===== src/rtl/time_stopwatch_record_bank_57_pkg.sv =====
// Shared definitions for the stopwatch lap-record bank.
// Provides the bank geometry, the packed lap record type and the
// pointer helpers used by the bank and its bench.
package time_stopwatch_record_bank_57_pkg;

    localparam int unsigned DEPTH = 5;
    localparam int unsigned W     = 7;
    localparam int unsigned AW    = 3;

    localparam logic [AW-1:0] DEPTH_A = AW'(DEPTH);

    typedef struct packed {
        logic [W-1:0] hour;
        logic [W-1:0] min;
        logic [W-1:0] sec;
    } rec_t;

    // Next slot index, wrapping DEPTH-1 -> 0.
    function automatic logic [AW-1:0] ptr_inc(input logic [AW-1:0] p);
        return (p == DEPTH_A - 1'b1) ? '0 : p + 1'b1;
    endfunction

    // Logical record index -> physical slot. Oldest record sits at wr_ptr
    // once the bank is full, otherwise at slot 0. Only meaningful when
    // addr < count, which keeps the sum below 2*DEPTH so one subtract suffices.
    function automatic logic [AW-1:0] log2phys(input logic [AW-1:0] wr_ptr,
                                                input logic [AW-1:0] count,
                                                input logic [AW-1:0] addr);
        logic [AW:0] oldest;
        logic [AW:0] sum;
        oldest = (count < DEPTH_A) ? '0 : {1'b0, wr_ptr};
        sum    = oldest + {1'b0, addr};
        if (sum >= {1'b0, DEPTH_A}) begin
            sum = sum - {1'b0, DEPTH_A};
        end
        return sum[AW-1:0];
    endfunction

endpackage


===== src/rtl/time_stopwatch_record_bank_57.sv =====
// Lap-record bank feeding the stopwatch record viewer.
// Captures {hour, min, sec} on each lap strobe into a DEPTH-entry circular
// bank (oldest overwritten when full) and serves 1-cycle registered reads
// addressed by logical index (0 = oldest valid record).
// Ports:
//   clk_50m_57, rst_57        clock, synchronous active-high reset
//   rec_e_57, clear_57        lap capture strobe, erase-all strobe
//   stopwatch_*_57            live stopwatch fields to capture
//   read_e_57, read_addr_57   read request and logical index
//   record_stopwatch_*_57     registered read data (held while read_e_57=0)
//   record_valid_57           last read hit a valid record
//   record_count_57           number of valid records, 0..DEPTH
module time_stopwatch_record_bank_57
    import time_stopwatch_record_bank_57_pkg::*;
#(
    parameter int unsigned DEPTH = time_stopwatch_record_bank_57_pkg::DEPTH,
    parameter int unsigned W     = time_stopwatch_record_bank_57_pkg::W
) (
    input  logic         clk_50m_57,
    input  logic         rst_57,
    input  logic         rec_e_57,
    input  logic         clear_57,
    input  logic [W-1:0] stopwatch_sec_57,
    input  logic [W-1:0] stopwatch_min_57,
    input  logic [W-1:0] stopwatch_hour_57,
    input  logic         read_e_57,
    input  logic [2:0]   read_addr_57,
    output logic [W-1:0] record_stopwatch_sec_57,
    output logic [W-1:0] record_stopwatch_min_57,
    output logic [W-1:0] record_stopwatch_hour_57,
    output logic         record_valid_57,
    output logic [2:0]   record_count_57
);

    localparam logic [2:0] DEPTH_L = 3'(DEPTH);

    rec_t       slots [DEPTH];
    logic [2:0] wr_ptr;
    logic [2:0] count;
    rec_t       rd_data;
    logic       rd_valid;
    logic [2:0] rd_phys;

    assign rd_phys = log2phys(wr_ptr, count, read_addr_57);

    // Pointer, count and slot storage. Clear behaves exactly like reset
    // and swallows any capture in the same cycle.
    always_ff @(posedge clk_50m_57) begin
        if (rst_57 || clear_57) begin
            wr_ptr <= '0;
            count  <= '0;
            for (int unsigned i = 0; i < DEPTH; i++) begin
                slots[i] <= '0;
            end
        end else if (rec_e_57) begin
            slots[wr_ptr] <= '{hour: stopwatch_hour_57,
                               min:  stopwatch_min_57,
                               sec:  stopwatch_sec_57};
            wr_ptr <= ptr_inc(wr_ptr);
            if (count != DEPTH_L) begin
                count <= count + 1'b1;
            end
        end
    end

    // Read path samples the pre-edge pointer/count/slots, so a read in the
    // same cycle as a capture returns the old contents.
    always_ff @(posedge clk_50m_57) begin
        if (rst_57 || clear_57) begin
            rd_data  <= '0;
            rd_valid <= 1'b0;
        end else if (read_e_57) begin
            if (read_addr_57 < count) begin
                rd_data  <= slots[rd_phys];
                rd_valid <= 1'b1;
            end else begin
                rd_data  <= '0;
                rd_valid <= 1'b0;
            end
        end
    end

    assign record_stopwatch_sec_57  = rd_data.sec;
    assign record_stopwatch_min_57  = rd_data.min;
    assign record_stopwatch_hour_57 = rd_data.hour;
    assign record_valid_57          = rd_valid;
    assign record_count_57          = count;

endmodule


===== config.mk =====
export PLATFORM = sky130hd
export DESIGN_NAME = time_stopwatch_record_bank_57
export DESIGN_NICKNAME = d
export VERILOG_FILES = /design/src/rtl/time_stopwatch_record_bank_57_pkg.sv /design/src/rtl/time_stopwatch_record_bank_57.sv
export SDC_FILE = /design/constraint.sdc
export NUM_CORES = 1
export LEC_CHECK = 0
export CORE_ASPECT_RATIO = 0.9
export CORE_MARGIN = 3
export CORE_UTILIZATION = 32
export CTS_BUF_LIST = sky130_fd_sc_hd__clkbuf_8
export CTS_CLUSTER_DIAMETER = 50
export CTS_CLUSTER_SIZE = 10
export DETAILED_ROUTE_END_ITERATION = 10
export HOLD_SLACK_MARGIN = 0.12
export SLEW_MARGIN = 20
export SYNTH_ARGS = -nofsm -noshare
export SYNTH_HDL_FRONTEND = slang
export SYNTH_SLANG_ARGS = --single-unit

===== constraint.sdc =====
create_clock -name clk_50m_57 -period 8.5 [get_ports clk_50m_57]
set_input_delay 0.85 -clock clk_50m_57 [delete_from_list [all_inputs] [get_ports clk_50m_57]]
set_output_delay 0.85 -clock clk_50m_57 [all_outputs]
set_load 0.03 [all_outputs]

==> metrics, run 1 <==
Layout Nets 967; cells after synthesis 909; TritonCTS clock tree done; CP Launch Point read_addr_57[0]; CP max-delay cell nand2b_2; clk_skew 0.0158 ns; Synth Register Bits around 200; CP Class in -> reg; vias per inst about 5.7; DP Area between 10,000 and 15,000 um^2; reg2reg start wr_ptr[1]; latest clock arrival within the worst-skew pair 0.48 ns; Tmin final 4.47 ns; Mean Syn Cell Area between 10 and 15 um^2; Leakage between 4 and 5 nW; most common flop cell mapped by yosys edfxtp_1; pwr dens 163 nW/um^2; CP max FO 36; Tcrit/Tclk final 0.526; FFs w/ async S/R, synth 0; drt pass-1 iters 5; Starting Density 0.330; maximum vdd ir drop around 0.11 mV; Syn Nets 950; number of synthesized flops with an enable pin around 170; total global routing overflow 0; Final Cell Area between 10,000 and 15,000 um^2; WL final 28,800 um; Yosys cell types 43; Worst-Margin Slew 1.07 ns; top cells by area, synth edfxtp_1 (49%), and2_1 (6.3%), dfxtp_1 (5.4%); Max H-tree Level 4; Ys Warns 0; CTS Sinks 196; cell row count 61; Pins Over Slew Limit 0; DR WL/cell 21.4 um; DRC violations left 0; crit path DAT 4.83 ns; most common cell in the netlist edfxtp_1; CTS buffer count 17; clock root cell clkbuf_8; compound-gate portion of the synthesized area 0.152; largest net degree at the start of global routing 85; antenna-violating nets left 0; crit-path cells clkdlybuf4s50_1 > ha_1 > fa_1 > inv_1 > ha_4 > nand3b_1 > nand2b_2 > buf_4 > or3b_2 > o311a_1 > a32oi_1 > o31ai_1; I/O pins 54; setup violators final 0; area grow syn2layout 13.7%; final hold viol count 0; adder-cell share of the synthesized area 0.0152; Hold/Removal Path Class reg -> reg; post-synthesis sequential area ratio 0.540; commonest cells in the netlist edfxtp_1 (168), and2_1 (105), nand2_1 (92); Die Area 34,700 um^2; CP max stage delay 0.66 ns; slew margin rel. 0.285; Port Buffers 53; initial antenna violation count 0; GPL Wtd Cong 0.729; setup_tns 0 ns; Synth area leader edfxtp_1; postcts setup bufs 0; Post-Synth Simple-Gate Area 0.144; CTS Hold Bufs 0; hold wc startpoint record_stopwatch_sec_57[6]; PostCTS Resize Cnt 0; startpoint types input port; CP Data Required Time 8.86 ns; area share of the largest cell type after synthesis 0.486; first-pass GRT wire length 43,900 um; vias in the first global route 7,387; Fmax 224 MHz; core box area 31,400 um^2; cell area after synthesis 10,400 um^2; layout cell share with drive strength beyond 1 0.126; DPL Wire Length approximately 16,000 um; WP buf/inv 3; Setup crit end kind flip-flop; Initial DRC Count 749; Horiz. Die Dim 196 um; max-cap violations 0; combinational family with the most area after synthesis compound AO/OA/AOI/OAI gates; Total GRT Usage 0.165; Vias 7,662; xor and xnor area share after synthesis 0.00325; clk slew on worst S/H paths 0.11 ns; cell family with most CP delay simple AND/OR/NAND/NOR gates; Die Ht 177 um; # diodes 0; status finished, final reports clean; CTS Buffer Depth 2; multiplexer area fraction after synthesis 0.112; RSZ-0062 raised after global routing false
area by class of cell:
| type | count | area [um^2] |
|---|---|---|
| inverter | 6 | 22.5 |
| fill | 3064 | 19600 |
| sequential | 196 | 5610 |
| clock buffer | 17 | 234 |
| timing repair buffer | 73 | 681 |
| tap | 409 | 512 |
| multi-input combinational | 632 | 4540 |
| clock inverter | 15 | 205 |
cells in the final DEF (no fill, tap or decap), drive strengths merged, types with 20 or more instances in the layout:
master and count:
mux2 24, nor2 61, nand2 92, a31oi 42, and2 105, o211ai 42
buf 20, o22a 20, clkdlybuf4s50 53, edfxtp 168, o22ai 64, o21ai 24
nand2b 27, a32oi 21, mux2i 44, mux4 20, dfxtp 28
logic make-up (layout without fill, tap and decap cells):
kind of cell | after synthesis | in the layout
AOI/OAI and AO/OA | 229 | 229
xor gates and xnor gates | 3 | 3
adders and majority gates | 12 | 12
buffers and inverters | 81 | 111
DFF | 196 | 196
muxes | 88 | 88
and+or+nand+nor | 300 | 300
worst register-to-register path: cells and delay by family (launching register included):
family / cells / cell delay, ns
compound gates: 3 / 0.78
fa+ha+maj: 2 / 0.98
buf+inv: 3 / 0.57
flops: 1 / 0.54
mux: 1 / 0.59
simple gates: 3 / 0.76
metrics by stage:
stage | util | worst slack [ns] | hold slack, ns | cells | total power, mW
after detailed placement | 0.361 | 3.55 | 0.494 | 1316 | 1.29
after global routing | 0.375 | 3.78 | 0.559 | 1348 | 1.99
after CTS | 0.375 | 4.08 | 0.526 | 1348 | 1.94
final | 0.375 | 4.03 | 0.521 | 1348 | 1.93
after global placement | 0.361 | 3.55 | 0.477 | 1316 | 1.29
after floorplan | - | 4.95 | 0.481 | 909 | 1.22
power breakdown:
group | total, mW | switching, mW | internal, mW
logic | 0.184 | 0.108 | 0.0767
clock network | 0.661 | 0.403 | 0.258
registers | 1.08 | 0.0160 | 1.07
flip-flops by register name (all words and copies together), names as in the netlist:
signal / cells
slots: 168
record_stopwatch_sec_57: 7
record_count_57: 3
record_valid_57: 1
wr_ptr: 3
record_stopwatch_min_57: 7
record_stopwatch_hour_57: 7
final timing paths:
kind | to | slack (ns) | cells after the start
worst min register to register | record_stopwatch_sec_57[6] | 0.52 | 2
worst max-delay path | record_stopwatch_hour_57[5] | 4.03 | 12
worst min-delay path | record_stopwatch_sec_57[6] | 0.52 | 2
worst max register to register | record_stopwatch_hour_57[3] | 4.16 | 12
per-layer routing:
layer	track usage	vias up	part of all wire
li1	-	3495	-
met1	0.235	3829	0.47
met2	0.257	299	0.44
met3	0.0325	39	0.069
met4	0.0481	0	0.019
met5	0	-	0
(Power assumes the default switching activity.)
==> inputs of run 2 (changes only) <==
==> constraint.sdc (replaced) <==
create_clock -name clk_50m_57 -period 3.9 [get_ports clk_50m_57]
set_input_delay 0.39 -clock clk_50m_57 [delete_from_list [all_inputs] [get_ports clk_50m_57]]
set_output_delay 0.39 -clock clk_50m_57 [all_outputs]
set_load 0.03 [all_outputs]
==> run 2 against run 1 <==
Sequential share of layout area fell by 0.86 points; highest routed layer unchanged; setup slack got worse by 3.7 ns; hold slack improved by 0.0021 ns.
==> metrics, run 2 (same netlist as run 1, synthesis figures left out) <==
Hold/Removal Path Class reg -> reg (unchanged); CTS buffer count 17 (unchanged); area grow syn2layout 15.8% (was 13.7%); Vias 7,710 (was 7,662); flip-flop count of the largest register after layout 168 (unchanged); maximum vdd ir drop 0.206 mV (was 0.107 mV); pre-CTS setup slack 0.194 ns (was 3.55 ns); Starting Density 0.330 (unchanged); CTS Hold Bufs 0 (unchanged); # diodes 0 (unchanged); vias in the first global route 7,554 (was 7,387); final hold viol count 0 (unchanged); CTS Sinks 196 (unchanged); DR WL/cell 21.1 um (was 21.4 um); Non-Filler Instances 1,368 (was 1,348); vias per inst 5.64 (was 5.68); Final Cell Area 12,000 um^2 (was 11,800 um^2); status finished, final reports clean (unchanged); DRC violations left 0 (unchanged); Cells after DPL 1,336 (was 1,316); Layout Nets 987 (was 967); Port Buffers 53 (unchanged); total global routing overflow 0 (unchanged); Pins Over Slew Limit 0 (unchanged); latest clock arrival within the worst-skew pair 0.47 ns (was 0.48 ns); hold wc startpoint record_stopwatch_sec_57[3] (was record_stopwatch_sec_57[6]); RSZ-0062 raised after global routing false (unchanged); Worst-Margin Slew 0.594 ns (was 1.07 ns); Total GRT Usage 0.166 (was 0.165); cell row count 61 (unchanged); Initial DRC Count 684 (was 749); Setup crit end kind flip-flop (unchanged); reg2reg start record_count_57[0] (was wr_ptr[1]); largest net degree at the start of global routing 108 (was 85); Leakage 4.15 nW (was 4.02 nW); initial antenna violation count 0 (unchanged); first-pass GRT wire length 44,500 um (was 43,900 um); max-cap violations 0 (unchanged); Die Ht 177 um (unchanged); postcts setup bufs 0 (unchanged); clk slew on worst S/H paths 0.12 ns (was 0.11 ns); filler instances 3,014 (was 3,064); GPL Wtd Cong 0.746 (was 0.729); setup violators final 0 (unchanged); crit path DAT 3.88 ns (was 4.83 ns); most frequent cells in the layout edfxtp_1 (168), and2_1 (105), nand2_1 (91), o22ai_1 (64), nor2_1 (56) (was edfxtp_1 (168), and2_1 (105), nand2_1 (91), o22ai_1 (64), nor2_1 (55)); CTS Buffer Depth 2 (unchanged); CP Data Required Time 4.24 ns (was 8.86 ns); CP Launch Point record_count_57[0] (was read_addr_57[0]); Tcrit/Tclk final 0.906; DPL Wire Length 16,100 um (was 15,900 um); pwr dens 350 nW/um^2 (was 163 nW/um^2); Max H-tree Level 4 (unchanged); final setup margin 0.365 ns (was 4.03 ns); I/O pins 54 (unchanged); slew margin rel. 0.604 (was 0.285); CP Class reg -> reg (was in -> reg); DP Area 11,600 um^2 (was 11,400 um^2); CP max FO 10 (was 36); core box area 31,400 um^2 (unchanged); clock root cell clkbuf_8 (unchanged); antenna-violating nets left 0 (unchanged); Tmin final 3.53 ns; drt pass-1 iters 5 (unchanged); layout cell share with drive strength beyond 1 0.142 (was 0.126); PostCTS Resize Cnt 0 (unchanged); Die Area 34,700 um^2 (unchanged); most common cell after layout, fill and taps aside edfxtp_1 (unchanged); clk_skew 0.0182 ns (was 0.0158 ns); startpoint types flip-flop (was input port); TritonCTS clock tree done (unchanged); Fmax 283 MHz; setup_tns 0 ns (unchanged); WL final 28,800 um (about the same); Horiz. Die Dim 196 um (unchanged); largest register by flop count slots (unchanged)
-- run 2: worst paths after layout --
kind	to	slack, ns	cells after the start
max reg2reg	record_stopwatch_hour_57[6]	0.37	14
min reg2reg	record_stopwatch_sec_57[3]	0.52	2
min	record_stopwatch_sec_57[3]	0.52	2
max	record_stopwatch_hour_57[6]	0.37	14
-- run 2: critical path: stages (launching register included) --
cell and delay [ns]:
dfxtp_1 0.39, nor2_1 0.20, nor3_1 0.07, ha_1 0.23, fa_1 0.58, inv_1 0.10, ha_1 0.19, nand2b_1 0.14
a221oi_2 0.29, buf_4 0.18, mux2i_1 0.33, nor2_2 0.14, buf_4 0.23, a32oi_1 0.22, o211ai_1 0.11
-- run 2: per-stage QoR --
| step | power, mW | util | hold WS (ns) |
|---|---|---|---|
| 6_report | 4.20 | 0.382 | 0.523 |
| 5_1_grt | 4.36 | 0.382 | 0.542 |
| 4_1_cts | 4.24 | 0.382 | 0.526 |
| 3_5_place_dp | 2.83 | 0.368 | 0.490 |
| 3_3_place_gp | 2.82 | 0.368 | 0.477 |
| 2_1_floorplan | 2.66 | - | 0.481 |
-- run 2: layout make-up --
cell class	count	area, um^2	share of cell area
tap	409	512	0.0426
sequential	196	5610	0.466
timing repair buffer	93	906	0.0754
multi-input combinational	632	4530	0.377
clock buffer	17	234	0.0195
inverter	6	22.5	0.00187
clock inverter	15	210	0.0175
-- run 2: where the power goes --
part | internal, mW | switching, mW | leakage [nW] | total (mW)
logic | 0.178 | 0.238 | 1.97 | 0.416
registers | 2.33 | 0.0356 | 1.96 | 2.36
clock network | 0.566 | 0.860 | 0.220 | 1.43
-- run 2: metal layers --
metal	part of all wire	track usage
met1	0.46	0.238
met2	0.45	0.261
met3	0.077	0.0257
met4	0.018	0.0490
met5	0	0
